$ cat src/rtl/hx8352_pkg.sv
// Shared definitions for the HX8352 bus responder: FSM encoding, index map and RS levels.
package hx8352_pkg;

    typedef enum logic [1:0] {
        ST_IDLE      = 2'd0,
        ST_WR_ACTIVE = 2'd1,
        ST_RD_ACTIVE = 2'd2
    } bus_state_t;

    localparam logic [7:0] IDX_ID     = 8'h00;
    localparam logic [7:0] IDX_WIN_XS = 8'h02;
    localparam logic [7:0] IDX_WIN_XE = 8'h03;
    localparam logic [7:0] IDX_WIN_YS = 8'h04;
    localparam logic [7:0] IDX_WIN_YE = 8'h05;
    localparam logic [7:0] IDX_GRAM   = 8'h22;

    localparam logic LCD_CMD  = 1'b0;
    localparam logic LCD_DATA = 1'b1;

endpackage

$ cat src/rtl/hx8352_evt_fifo.sv
// Synchronous event FIFO holding {is_data, index, value}; a push into a full FIFO with no pop is dropped.
module hx8352_evt_fifo #(
    parameter int DATA_W = 16,
    parameter int DEPTH  = 4
) (
    input  logic              clk,
    input  logic              rst,
    input  logic              push,
    input  logic              push_is_data,
    input  logic [7:0]        push_index,
    input  logic [DATA_W-1:0] push_value,
    input  logic              pop,
    output logic              head_valid,
    output logic              head_is_data,
    output logic [7:0]        head_index,
    output logic [DATA_W-1:0] head_value,
    output logic              full,
    output logic              dropped
);

    localparam int AW = $clog2(DEPTH);

    logic              is_mem  [DEPTH];
    logic [7:0]        idx_mem [DEPTH];
    logic [DATA_W-1:0] val_mem [DEPTH];
    logic [AW:0]       wr_ptr;
    logic [AW:0]       rd_ptr;
    logic              empty;
    logic              pop_en;
    logic              push_en;

    // Handshake: the head transfers on a cycle where head_valid and pop are both 1;
    // the head fields stay stable while head_valid=1 and pop=0.
    assign empty   = (wr_ptr == rd_ptr);
    assign full    = (wr_ptr[AW] != rd_ptr[AW]) && (wr_ptr[AW-1:0] == rd_ptr[AW-1:0]);
    assign pop_en  = pop && !empty;
    assign push_en = push && (!full || pop_en);
    assign dropped = push && full && !pop_en;

    always_ff @(posedge clk) begin
        if (push_en) begin
            is_mem[wr_ptr[AW-1:0]]  <= push_is_data;
            idx_mem[wr_ptr[AW-1:0]] <= push_index;
            val_mem[wr_ptr[AW-1:0]] <= push_value;
        end
    end

    always_ff @(posedge clk or negedge rst) begin
        if (!rst) begin
            wr_ptr <= '0;
            rd_ptr <= '0;
        end else begin
            if (push_en) wr_ptr <= wr_ptr + 1'b1;
            if (pop_en)  rd_ptr <= rd_ptr + 1'b1;
        end
    end

    assign head_valid   = !empty;
    assign head_is_data = is_mem[rd_ptr[AW-1:0]];
    assign head_index   = idx_mem[rd_ptr[AW-1:0]];
    assign head_value   = val_mem[rd_ptr[AW-1:0]];

endmodule

$ cat src/rtl/hx8352_bus_responder.sv
// Panel-side HX8352 8080 bus responder: synchronizes strobes, decodes writes, queues events.
// Read-back (register file and RD_ACTIVE answers) is built only when HX8352_READBACK_EN is defined.
module hx8352_bus_responder
    import hx8352_pkg::*;
#(
    parameter int                DATA_W      = 16,
    parameter int                FIFO_DEPTH  = 4,
    parameter logic [7:0]        GRAM_REG    = IDX_GRAM,
    parameter logic [DATA_W-1:0] ID_VALUE    = 16'h0052,
    parameter int                SYNC_STAGES = 2
) (
    input  logic              clk,
    input  logic              rst,
    input  logic              lcd_cs,
    input  logic              lcd_rs,
    input  logic              lcd_wr,
    input  logic              lcd_rd,
    input  logic [DATA_W-1:0] lcd_data_i,
    output logic [DATA_W-1:0] lcd_data_o,
    output logic              lcd_data_oe,
    output logic              evt_valid,
    input  logic              evt_ready,
    output logic              evt_is_data,
    output logic [7:0]        evt_index,
    output logic [DATA_W-1:0] evt_value,
    output logic [31:0]       pixel_count,
    output logic              overflow,
    output logic              proto_err,
    output logic [1:0]        dbg_state
);

    logic [SYNC_STAGES-1:0] cs_sr, rs_sr, wr_sr, rd_sr;
    logic [DATA_W-1:0]      data_dl [SYNC_STAGES];
    logic                   cs_s, rs_s, wr_s, rd_s;
    logic [DATA_W-1:0]      data_s;
    bus_state_t             state;
    logic [7:0]             index;
    logic                   commit;
    logic                   fifo_full;
    logic                   fifo_drop;

    // Strobe synchronizers idle high; data rides an equal-length delay line so it lines up with wr_s.
    always_ff @(posedge clk or negedge rst) begin
        if (!rst) begin
            cs_sr <= '1;
            rs_sr <= '1;
            wr_sr <= '1;
            rd_sr <= '1;
            for (int i = 0; i < SYNC_STAGES; i++) data_dl[i] <= '0;
        end else begin
            cs_sr <= {cs_sr[SYNC_STAGES-2:0], lcd_cs};
            rs_sr <= {rs_sr[SYNC_STAGES-2:0], lcd_rs};
            wr_sr <= {wr_sr[SYNC_STAGES-2:0], lcd_wr};
            rd_sr <= {rd_sr[SYNC_STAGES-2:0], lcd_rd};
            data_dl[0] <= lcd_data_i;
            for (int i = 1; i < SYNC_STAGES; i++) data_dl[i] <= data_dl[i-1];
        end
    end

    assign cs_s   = cs_sr[SYNC_STAGES-1];
    assign rs_s   = rs_sr[SYNC_STAGES-1];
    assign wr_s   = wr_sr[SYNC_STAGES-1];
    assign rd_s   = rd_sr[SYNC_STAGES-1];
    assign data_s = data_dl[SYNC_STAGES-1];
    assign commit = (state == ST_WR_ACTIVE) && !cs_s && wr_s;

`ifdef HX8352_READBACK_EN
    logic [DATA_W-1:0] regfile [256];
    logic [DATA_W-1:0] rd_value;
    logic [DATA_W-1:0] data_o_q;
    logic              oe_q;

    always_ff @(posedge clk) begin
        if (commit && rs_s == LCD_DATA && index != GRAM_REG) regfile[index] <= data_s;
    end

    always_comb begin
        rd_value = regfile[index];
        if (index == IDX_ID)        rd_value = ID_VALUE;
        else if (index == GRAM_REG) rd_value = '0;
    end

    assign lcd_data_o  = data_o_q;
    assign lcd_data_oe = oe_q;
`else
    logic unused_cfg;
    assign unused_cfg  = ^ID_VALUE;
    assign lcd_data_o  = '0;
    assign lcd_data_oe = 1'b0;
`endif

    always_ff @(posedge clk or negedge rst) begin
        if (!rst) begin
            state       <= ST_IDLE;
            index       <= IDX_ID;
            pixel_count <= '0;
            proto_err   <= 1'b0;
`ifdef HX8352_READBACK_EN
            oe_q        <= 1'b0;
            data_o_q    <= '0;
`endif
        end else begin
            if (!cs_s && !wr_s && !rd_s) proto_err <= 1'b1;
            case (state)
                ST_IDLE: begin
                    if (!cs_s && !wr_s && rd_s) begin
                        state <= ST_WR_ACTIVE;
                    end
`ifdef HX8352_READBACK_EN
                    else if (!cs_s && !rd_s && wr_s) begin
                        state    <= ST_RD_ACTIVE;
                        oe_q     <= 1'b1;
                        data_o_q <= rd_value;
                    end
`endif
                end
                ST_WR_ACTIVE: begin
                    if (cs_s) begin
                        state <= ST_IDLE;
                    end else if (wr_s) begin
                        state <= ST_IDLE;
                        if (rs_s == LCD_CMD)        index       <= data_s[7:0];
                        else if (index == GRAM_REG) pixel_count <= pixel_count + 32'd1;
                    end
                end
                ST_RD_ACTIVE: begin
`ifdef HX8352_READBACK_EN
                    if (rd_s || cs_s) begin
                        state    <= ST_IDLE;
                        oe_q     <= 1'b0;
                        data_o_q <= '0;
                    end
`else
                    state <= ST_IDLE;
`endif
                end
                default: state <= ST_IDLE;
            endcase
        end
    end

    always_ff @(posedge clk or negedge rst) begin
        if (!rst)           overflow <= 1'b0;
        else if (fifo_drop) overflow <= 1'b1;
    end

    assign dbg_state = state;

    hx8352_evt_fifo #(
        .DATA_W (DATA_W),
        .DEPTH  (FIFO_DEPTH)
    ) u_evt_fifo (
        .clk          (clk),
        .rst          (rst),
        .push         (commit),
        .push_is_data (rs_s),
        .push_index   (index),
        .push_value   (data_s),
        .pop          (evt_ready),
        .head_valid   (evt_valid),
        .head_is_data (evt_is_data),
        .head_index   (evt_index),
        .head_value   (evt_value),
        .full         (fifo_full),
        .dropped      (fifo_drop)
    );

    logic unused_full;
    assign unused_full = fifo_full;

endmodule

$ cat config.mk
export PLATFORM = sky130hd
export DESIGN_NAME = hx8352_bus_responder
export DESIGN_NICKNAME = d
export VERILOG_FILES = /design/src/rtl/hx8352_pkg.sv /design/src/rtl/hx8352_evt_fifo.sv /design/src/rtl/hx8352_bus_responder.sv
export SDC_FILE = /design/constraint.sdc
export NUM_CORES = 1
export LEC_CHECK = 0
export ABC_CLOCK_PERIOD_IN_PS = 5100
export BUFFER_PORTS_ARGS = -buffer_cell sky130_fd_sc_hd__buf_2
export CAP_MARGIN = 0
export CORE_MARGIN = 2
export CORE_UTILIZATION = 50
export CTS_CLUSTER_DIAMETER = 40
export CTS_CLUSTER_SIZE = 28
export DETAILED_ROUTE_END_ITERATION = 8
export PLACE_DENSITY = 0.71
export SLEW_MARGIN = 10
export SYNTH_ARGS = -nofsm -noshare
export SYNTH_HDL_FRONTEND = slang
export SYNTH_SLANG_ARGS = --single-unit
$ cat constraint.sdc
create_clock -name clk -period 5.1 [get_ports clk]
set_input_delay 0.51 -clock clk [delete_from_list [all_inputs] [get_ports clk]]
set_output_delay 0.51 -clock clk [all_outputs]
set_load 0.02 [all_outputs]
==> impl_metrics.py, run 1 <==
metrics = {
    "sta": {
        "setup_tns_ps": 0,
        "period_needed_ps": 2900,
        "whs_ps": 169,
        "timing.fmax_ghz": 0.345,
        "finalSetupViolations": 0,
        "finalClockSkew_ps": 9.45,
        "hold_viol_final": 0,
        "rsz0062_at_grt": "no",
        "period_share": 0.568,
        "relSlewSlack": 0.217,
        "slew_violations": 0,
        "worst_slew_pin_slew_ps": 1170,
    },
    "synth": {
        "ys_ff_latch": 189,
        "yosysWarnings": 0,
        "synth.distinct_cells": 33,
        "syn_inst": 385,
        "postSynthAreaPerCell_um2": 18.3,
        "yosysSeqAreaShare": 0.742,
        "syn_area_mm2": 0.00706,
    },
    "floorplan": {
        "io_pins": 102,
        "start_util": 0.510,
        "coreArea_mm2": 0.0138,
        "fp.dieH_um": 123,
        "rows": 43,
        "fp.dieW_um": 123,
        "dieArea_mm2": 0.0151,
    },
    "cells_and_area": {
        "area_delta_synth_final_pct": 17.2,
        "seqCellArea_mm2": 0.00524,
        "fillers": 1026,
        "antennaDiodeCount": 0,
        "nets": 514,
        "multiInputGateArea_mm2": 0.00170,
        "layoutNonFillerInstCount": 678,
        "drive_gt1_frac": 0.351,
    },
    "run_status": {
        "status": "complete, no violations",
    },
    "clock_network": {
        "htree_levels": 4,
        "worstSkewPairLatency_ps": 420,
        "clockBufferDepth": 2,
        "cts.sinks": 189,
        "cts_hold_buf": 0,
        "cts_tree": "yes",
        "cts_resized": 0,
        "cts-root-buf": "clkbuf_16",
        "cts_setup_buffers": 0,
        "cts.clk_slew.worst_paths_ps": 60,
        "cts_buffers": 17,
    },
    "worst_setup_path": {
        "crit_top_cell": "buf_4",
        "worst_path_max_delay_cell": "and2_1",
        "slowest_delay_ps": 970,
        "cp-start-kind": "flop",
        "critPathRequiredTime_ps": 5240,
        "r2r-start": "u_evt_fifo.rd_ptr[1]$_DFFE_PN0P_",
        "crit_arrival_ps": 3030,
        "crit_fanout": 28,
        "path_cells": "buf_4 > xnor2_1 > and4b_1 > nor2_1 > and2_1 > buf_4",
        "criticalPathCategory": "reg2reg",
        "end_kind": "flop",
        "crit_start": "u_evt_fifo.rd_ptr[1]$_DFFE_PN0P_",
        "worstRegToRegCells": 6,
    },
    "job": {
        "drv_cap": 0,
    },
    "placement": {
        "dp.cells": 645,
        "io_buffers": 83,
        "hpwl_um": 7550,
        "routabilityCongestion": 0.797,
    },
    "drt": {
        "vias_per_cell": 5.26,
        "routed_wl_um": 12300,
        "avgRoutedWirePerCell_um": 18.2,
        "final_antenna_net_count": 0,
        "vias": 3568,
        "drc": 0,
        "drt_iter0_drc": 253,
        "dr.pass1.iters": 4,
    },
    "global_route": {
        "grt_pass1_vias": 3723,
        "track_usage": 0.176,
        "grt_overflow": 0,
        "grt_pass1_wl_um": 19400,
        "grt_start_max_net_pins": 90,
        "antenna_found_initial": 0,
    },
    "power_and_ir_drop": {
        "leakagePower_nw": 3.36,
        "power.density_mw_per_mm2": 462,
        "ir_worst_vdd_uv": 259,
    },
    "min_path": {
        "holdCritPathClass": "in2async",
    },
}
[flip-flops by register name, summed over array words and instances (netlist names)]
signal / flops
u_evt_fifo.val_mem: 64
pixel_count: 32
u_evt_fifo.idx_mem: 32
data_dl: 16
data_s: 16
index: 8
u_evt_fifo.is_mem: 4
u_evt_fifo.rd_ptr: 3
u_evt_fifo.wr_ptr: 3
cs_sr: 2
rd_sr: 2
rs_sr: 2
wr_sr: 2
dbg_state: 1
overflow: 1
proto_err: 1
[power breakdown]
group	leakage (nW)	total (mW)	switching (mW)	internal [mW]
Sequential	2.02	1.76	0.0601	1.70
Clock	0.292	1.30	0.527	0.772
Combinational	1.05	0.760	0.431	0.329
Total	3.36	3.82	1.02	2.80
[cells in the final DEF, fill, tap and decap left out, types with 11 or more instances in the layout]
cell and instances:
edfxtp_1 100, nand3_1 12, dfrtp_1 80, buf_2 82, conb_1 18, nand4_1 13, mux2_2 11, clkbuf_16 17
mux4_2 25, xnor2_1 28
[final cells by class]
type	count	area share
Sequential cell	189	0.634
Multi-Input combinational cell	181	0.205
Timing Repair Buffer	92	0.0601
Clock buffer	22	0.0585
Tap cell	180	0.0272
Clock inverter	10	0.0136
Inverter	4	0.00182
[worst max-delay path, delay by kind of cell, from the launching register on]
family | cells | cell delay, ps
buffers and inverters | 2 | 610
DFF | 1 | 330
xor gates and xnor gates | 1 | 150
and+or+nand+nor | 3 | 1520
[path summary, 6_finish.rpt]
path | to | slack, ps
worst max-delay path | u_evt_fifo.val_mem[1][4]$_DFFE_PP_ | 2200
worst min-delay path | pixel_count[13]$_DFFE_PN0P_ | 170
worst max register to register | u_evt_fifo.val_mem[1][4]$_DFFE_PP_ | 2200
worst min register to register | data_s[8]$_DFF_PN0_ | 340
max in group asynchronous | u_evt_fifo.rd_ptr[0]$_DFFE_PN0P_ | 4350
min in group clk | rs_sr[0]$_DFF_PN1_ | 190
[cells by family after synthesis]
group           share of synthesized area
mux                                0.0973
buf+inv                            0.0273
other cells                      0.000531
compound gates                    0.00142
flops                               0.742
xor+xnor                           0.0472
simple gates                       0.0732
fa+ha+maj                          0.0106
[through the flow]
stage	setup WS [ps]	power (mW)	instance area, µm²	util
2_1_floorplan	1710	2.34	7120	-
3_3_place_gp	2270	2.54	7650	0.554
3_5_place_dp	2110	2.56	7650	0.554
4_1_cts	2060	3.86	8250	0.597
5_1_grt	1960	3.98	8270	0.598
6_report	2200	3.82	8270	0.598
[cells in the mapped netlist, drive strengths merged]
master | instances | area (µm²)
a41o | 1 | 10.0
and2 | 8 | 50.1
and3 | 5 | 31.3
and4 | 7 | 61.3
and4b | 2 | 20.0
buf | 22 | 155
clkbuf | 6 | 22.5
conb | 1 | 3.75
dfrtp | 81 | 2030
dfstp | 8 | 210
edfxtp | 100 | 3000
ha | 6 | 75.1
inv | 4 | 15.0
mux2 | 11 | 124
mux4 | 25 | 563
nand2 | 10 | 37.5
nand3 | 12 | 60.1
nand3b | 1 | 7.51
nand4 | 13 | 81.3
nand4b | 3 | 26.3
nor2 | 4 | 15.0
nor3 | 5 | 25.0
nor3b | 1 | 7.51
nor4 | 6 | 43.8
or2 | 1 | 6.26
or4 | 2 | 20.0
or4b | 2 | 23.8
xnor2 | 28 | 245
xor2 | 10 | 87.6
[per-layer routing]
metal / up-vias / wire length, µm / track usage
met2: 112 / 6150 / 0.282
li1: 1624 / - / -
met1: 1821 / 5360 / 0.234
met5: - / 0 / 0
met3: 11 / 706 / 0.0572
met4: 0 / 92 / 0.0474
Note: power is estimated with default switching activity, not from simulation.
==> run 2: changes to the inputs <==
--- a/config.mk
+++ b/config.mk
@@ -5,7 +5,8 @@
 export SDC_FILE = /design/constraint.sdc
 export NUM_CORES = 1
 export LEC_CHECK = 0
-export ABC_CLOCK_PERIOD_IN_PS = 5100
+export ABC_AREA = 1
+export ABC_CLOCK_PERIOD_IN_PS = 2400
 export BUFFER_PORTS_ARGS = -buffer_cell sky130_fd_sc_hd__buf_2
 export CAP_MARGIN = 0
 export CORE_MARGIN = 2
@@ -13,7 +14,7 @@
 export CTS_CLUSTER_DIAMETER = 40
 export CTS_CLUSTER_SIZE = 28
 export DETAILED_ROUTE_END_ITERATION = 8
-export PLACE_DENSITY = 0.71
+export PLACE_DENSITY = 0.73
 export SLEW_MARGIN = 10
 export SYNTH_ARGS = -nofsm -noshare
 export SYNTH_HDL_FRONTEND = slang
==> constraint.sdc (replaced) <==
create_clock -name clk -period 2.4 [get_ports clk]
set_input_delay 0.24 -clock clk [delete_from_list [all_inputs] [get_ports clk]]
set_output_delay 0.24 -clock clk [all_outputs]
set_load 0.02 [all_outputs]
==> run 2 against run 1 <==
Register-to-register slack worse by 1800 ps; die area is 9.8% higher; sequential power is 110% higher; wire length is 31% higher; clock power is 100% higher; first-iteration DRC count is 18% higher; worst setup slack worse by 2000 ps; flip-flop and latch count stayed put.
==> impl_metrics.py, run 2 <==
metrics = {
    "run_status": {
        "status": "complete, no violations",
    },
    "global_route": {
        "grt_pass1_wl_um": 26400,
        "grt_pass1_vias": 5329,
        "grt_overflow": 0,
        "grt_start_max_net_pins": 53,
        "antenna_found_initial": 0,
        "track_usage": 0.207,
    },
    "clock_network": {
        "clockBufferDepth": 2,
        "cts_buffers": 17,
        "htree_levels": 4,
        "cts.sinks": 189,
        "cts.clk_slew.worst_paths_ps": 70,
        "cts-root-buf": "clkbuf_16",
        "cts_setup_buffers": 0,
        "cts_tree": "yes",
        "worstSkewPairLatency_ps": 430,
    },
    "floorplan": {
        "fp.dieW_um": 129,
        "fp.dieH_um": 129,
        "io_pins": 102,
        "start_util": 0.511,
        "dieArea_mm2": 0.0166,
        "rows": 45,
        "coreArea_mm2": 0.0152,
    },
    "synth": {
        "synth-compound-area-share": 0.0625,
        "synthSimpleGateAreaFrac": 0.177,
        "synth.distinct_cells": 34,
        "synthFlopType": "edfxtp_1",
        "netlist_top_cells_count": "nand2_1 (123), nor2_1 (108), edfxtp_1 (100), dfrtp_1 (81)",
        "synth_top_area_frac": 0.386,
        "synth_fa_ha_area_frac": 0.00966,
        "synthMuxAreaShare": 0.00290,
        "yosysWarnings": 0,
        "synth-edff-count": 100,
        "ys_ff_latch": 189,
        "synth_top_family_by_area": "simple AND/OR/NAND/NOR gates",
        "synth_area_leaders": "edfxtp_1 (39%), dfrtp_1 (26%), nand2_1 (5.9%)",
        "synth_largest_area_cell": "edfxtp_1",
        "syn_area_mm2": 0.00777,
        "postSynthAreaPerCell_um2": 11.1,
        "yosysMostFrequentCell": "nand2_1",
        "syn_inst": 700,
        "async_reset_ff_frac": 0.471,
        "yosysSeqAreaShare": 0.674,
        "synthXorXnorAreaFrac": 0.0203,
    },
    "worst_setup_path": {
        "critPathRequiredTime_ps": 2160,
        "crit_arrival_ps": 2010,
        "crit_fanout": 32,
        "end_kind": "primary output",
        "criticalPathCategory": "reg2out",
        "cp-start-kind": "flop",
    },
    "sta": {
        "hold_viol_final": 0,
        "period_share": 0.936,
        "period_needed_ps": 2250,
        "finalSetupViolations": 0,
        "rsz0062_at_grt": "no",
        "finalClockSkew_ps": 8.57,
        "setup_tns_ps": 0,
        "timing.fmax_ghz": 0.445,
        "whs_ps": 169,
        "slew_violations": 0,
    },
    "power_and_ir_drop": {
        "p_seq_frac": 0.440,
        "leakagePower_nw": 3.81,
        "pwr-share-clk": 0.307,
        "switchingPower_mw": 2.83,
        "p_sw_frac": 0.330,
        "internal_power_mw": 5.74,
        "ir_worst_vdd_uv": 665,
        "p_comb_frac": 0.253,
        "power.density_mw_per_mm2": 937,
    },
    "cells_and_area": {
        "nets": 846,
        "antennaDiodeCount": 0,
        "area_delta_synth_final_pct": 17.7,
        "final_cell_mix": "nand2_1 (123), nor2_1 (104), edfxtp_1 (100)",
        "drive_gt1_frac": 0.202,
        "largest_reg_flops": 64,
        "layout_commonest_cell": "nand2_1",
        "layoutNonFillerInstCount": 1018,
    },
    "drt": {
        "dr.pass1.iters": 5,
        "vias_per_cell": 5.16,
        "drt_iter0_drc": 298,
        "vias": 5253,
        "routed_wl_um": 16100,
        "drc": 0,
        "final_antenna_net_count": 0,
        "avgRoutedWirePerCell_um": 15.8,
    },
    "placement": {
        "hpwl_um": 10600,
        "dp.cells": 965,
        "io_buffers": 83,
        "routabilityCongestion": 0.932,
    },
    "min_path": {
        "holdCritPathClass": "in2reg",
    },
    "job": {
        "drv_cap": 0,
    },
}
==> run 2: cell types whose count changed in the layout (fill, tap and decap cells not counted), moves of 19 or more <==
cell and change:
o21ai_0 +52, inv_1 +48, nand2_1 +113, xnor2_1 -19, nor2_1 +100, dlygate4sd3_1 +21
o22ai_1 +25, mux4_2 -25
==> run 2: worst max-delay path, stage by stage, from the launching register on <==
cell and delay (ps):
dfrtp_1 400, inv_2 290, buf_6 290, o21ai_0 130
o22ai_1 240, buf_2 220
==> run 2: area by class of cell <==
type,instances,area (µm²)
clock buffer,19,433
clock inverter,13,119
fill,1236,6050
multi-input combinational,438,2190
inverter,55,206
sequential,189,5240
timing repair buffer,116,722
tap,188,235
==> run 2: metal layers <==
| metal | routed length [µm] | track usage |
|---|---|---|
| met1 | 7140 | 0.272 |
| met5 | 0 | 0 |
| met2 | 7900 | 0.333 |
| met4 | 278 | 0.0825 |
| met3 | 794 | 0.0541 |
==> run 2: metrics by stage <==
step	total power, mW	area, µm²	util	worst slack, ps
after floorplan	5.26	7840	-	20.8
after global routing	9.00	9150	0.602	83.7
after detailed placement	5.96	8380	0.551	473
after global placement	5.89	8380	0.551	530
after CTS	8.63	9140	0.601	94.2
final	8.57	9150	0.602	153
==> run 2: final timing paths <==
path                                             startpoint                                  end  slack (ps)  cells after the start
setup / recovery           u_evt_fifo.rd_ptr[0]$_DFFE_PN0P_                         evt_index[1]         150                      5
hold / removal                                    evt_ready     u_evt_fifo.rd_ptr[1]$_DFFE_PN0P_         170                      3
setup reg to reg           u_evt_fifo.rd_ptr[0]$_DFFE_PN0P_  u_evt_fifo.val_mem[3][14]$_DFFE_PP_         450                      7
hold reg to reg                       data_dl[16]$_DFF_PN0_                  data_s[0]$_DFF_PN0_         350                      0
max in group asynchronous                               rst          pixel_count[19]$_DFFE_PN0P_        1300                      3
min in group asynchronous                               rst                 data_s[15]$_DFF_PN0_         300                      2
==> run 2: cells by family (layout without fill, tap and decap cells) <==
| logic type | Yosys count | in the layout |
|---|---|---|
| AND/OR/NAND/NOR | 305 | 305 |
| other | 1 | 18 |
| multiplexers | 2 | 2 |
| buffers and inverters | 90 | 203 |
| flip-flops | 189 | 189 |
| adder cells (fa/ha/maj) | 6 | 6 |
| XOR/XNOR | 18 | 18 |
| AO/OA/AOI/OAI | 89 | 89 |
==> run 2: what timing repair did <==
action | CTS | global route
hold buffers | 21 | 0
endpoints found under the setup margin | 0 | 1
endpoints found under the hold margin | 46 | 0
gates resized for setup | 0 | 1
==> run 2: power by group through the flow <==
stage          Combinational [mW]  Sequential (mW)  Clock, mW
2_1_floorplan                1.46             3.80          0
3_3_place_gp                 2.07             3.82          0
6_report                     2.17             3.77       2.63
3_5_place_dp                 2.13             3.83          0
5_1_grt                      2.37             3.79       2.84
4_1_cts                      2.17             3.77       2.69
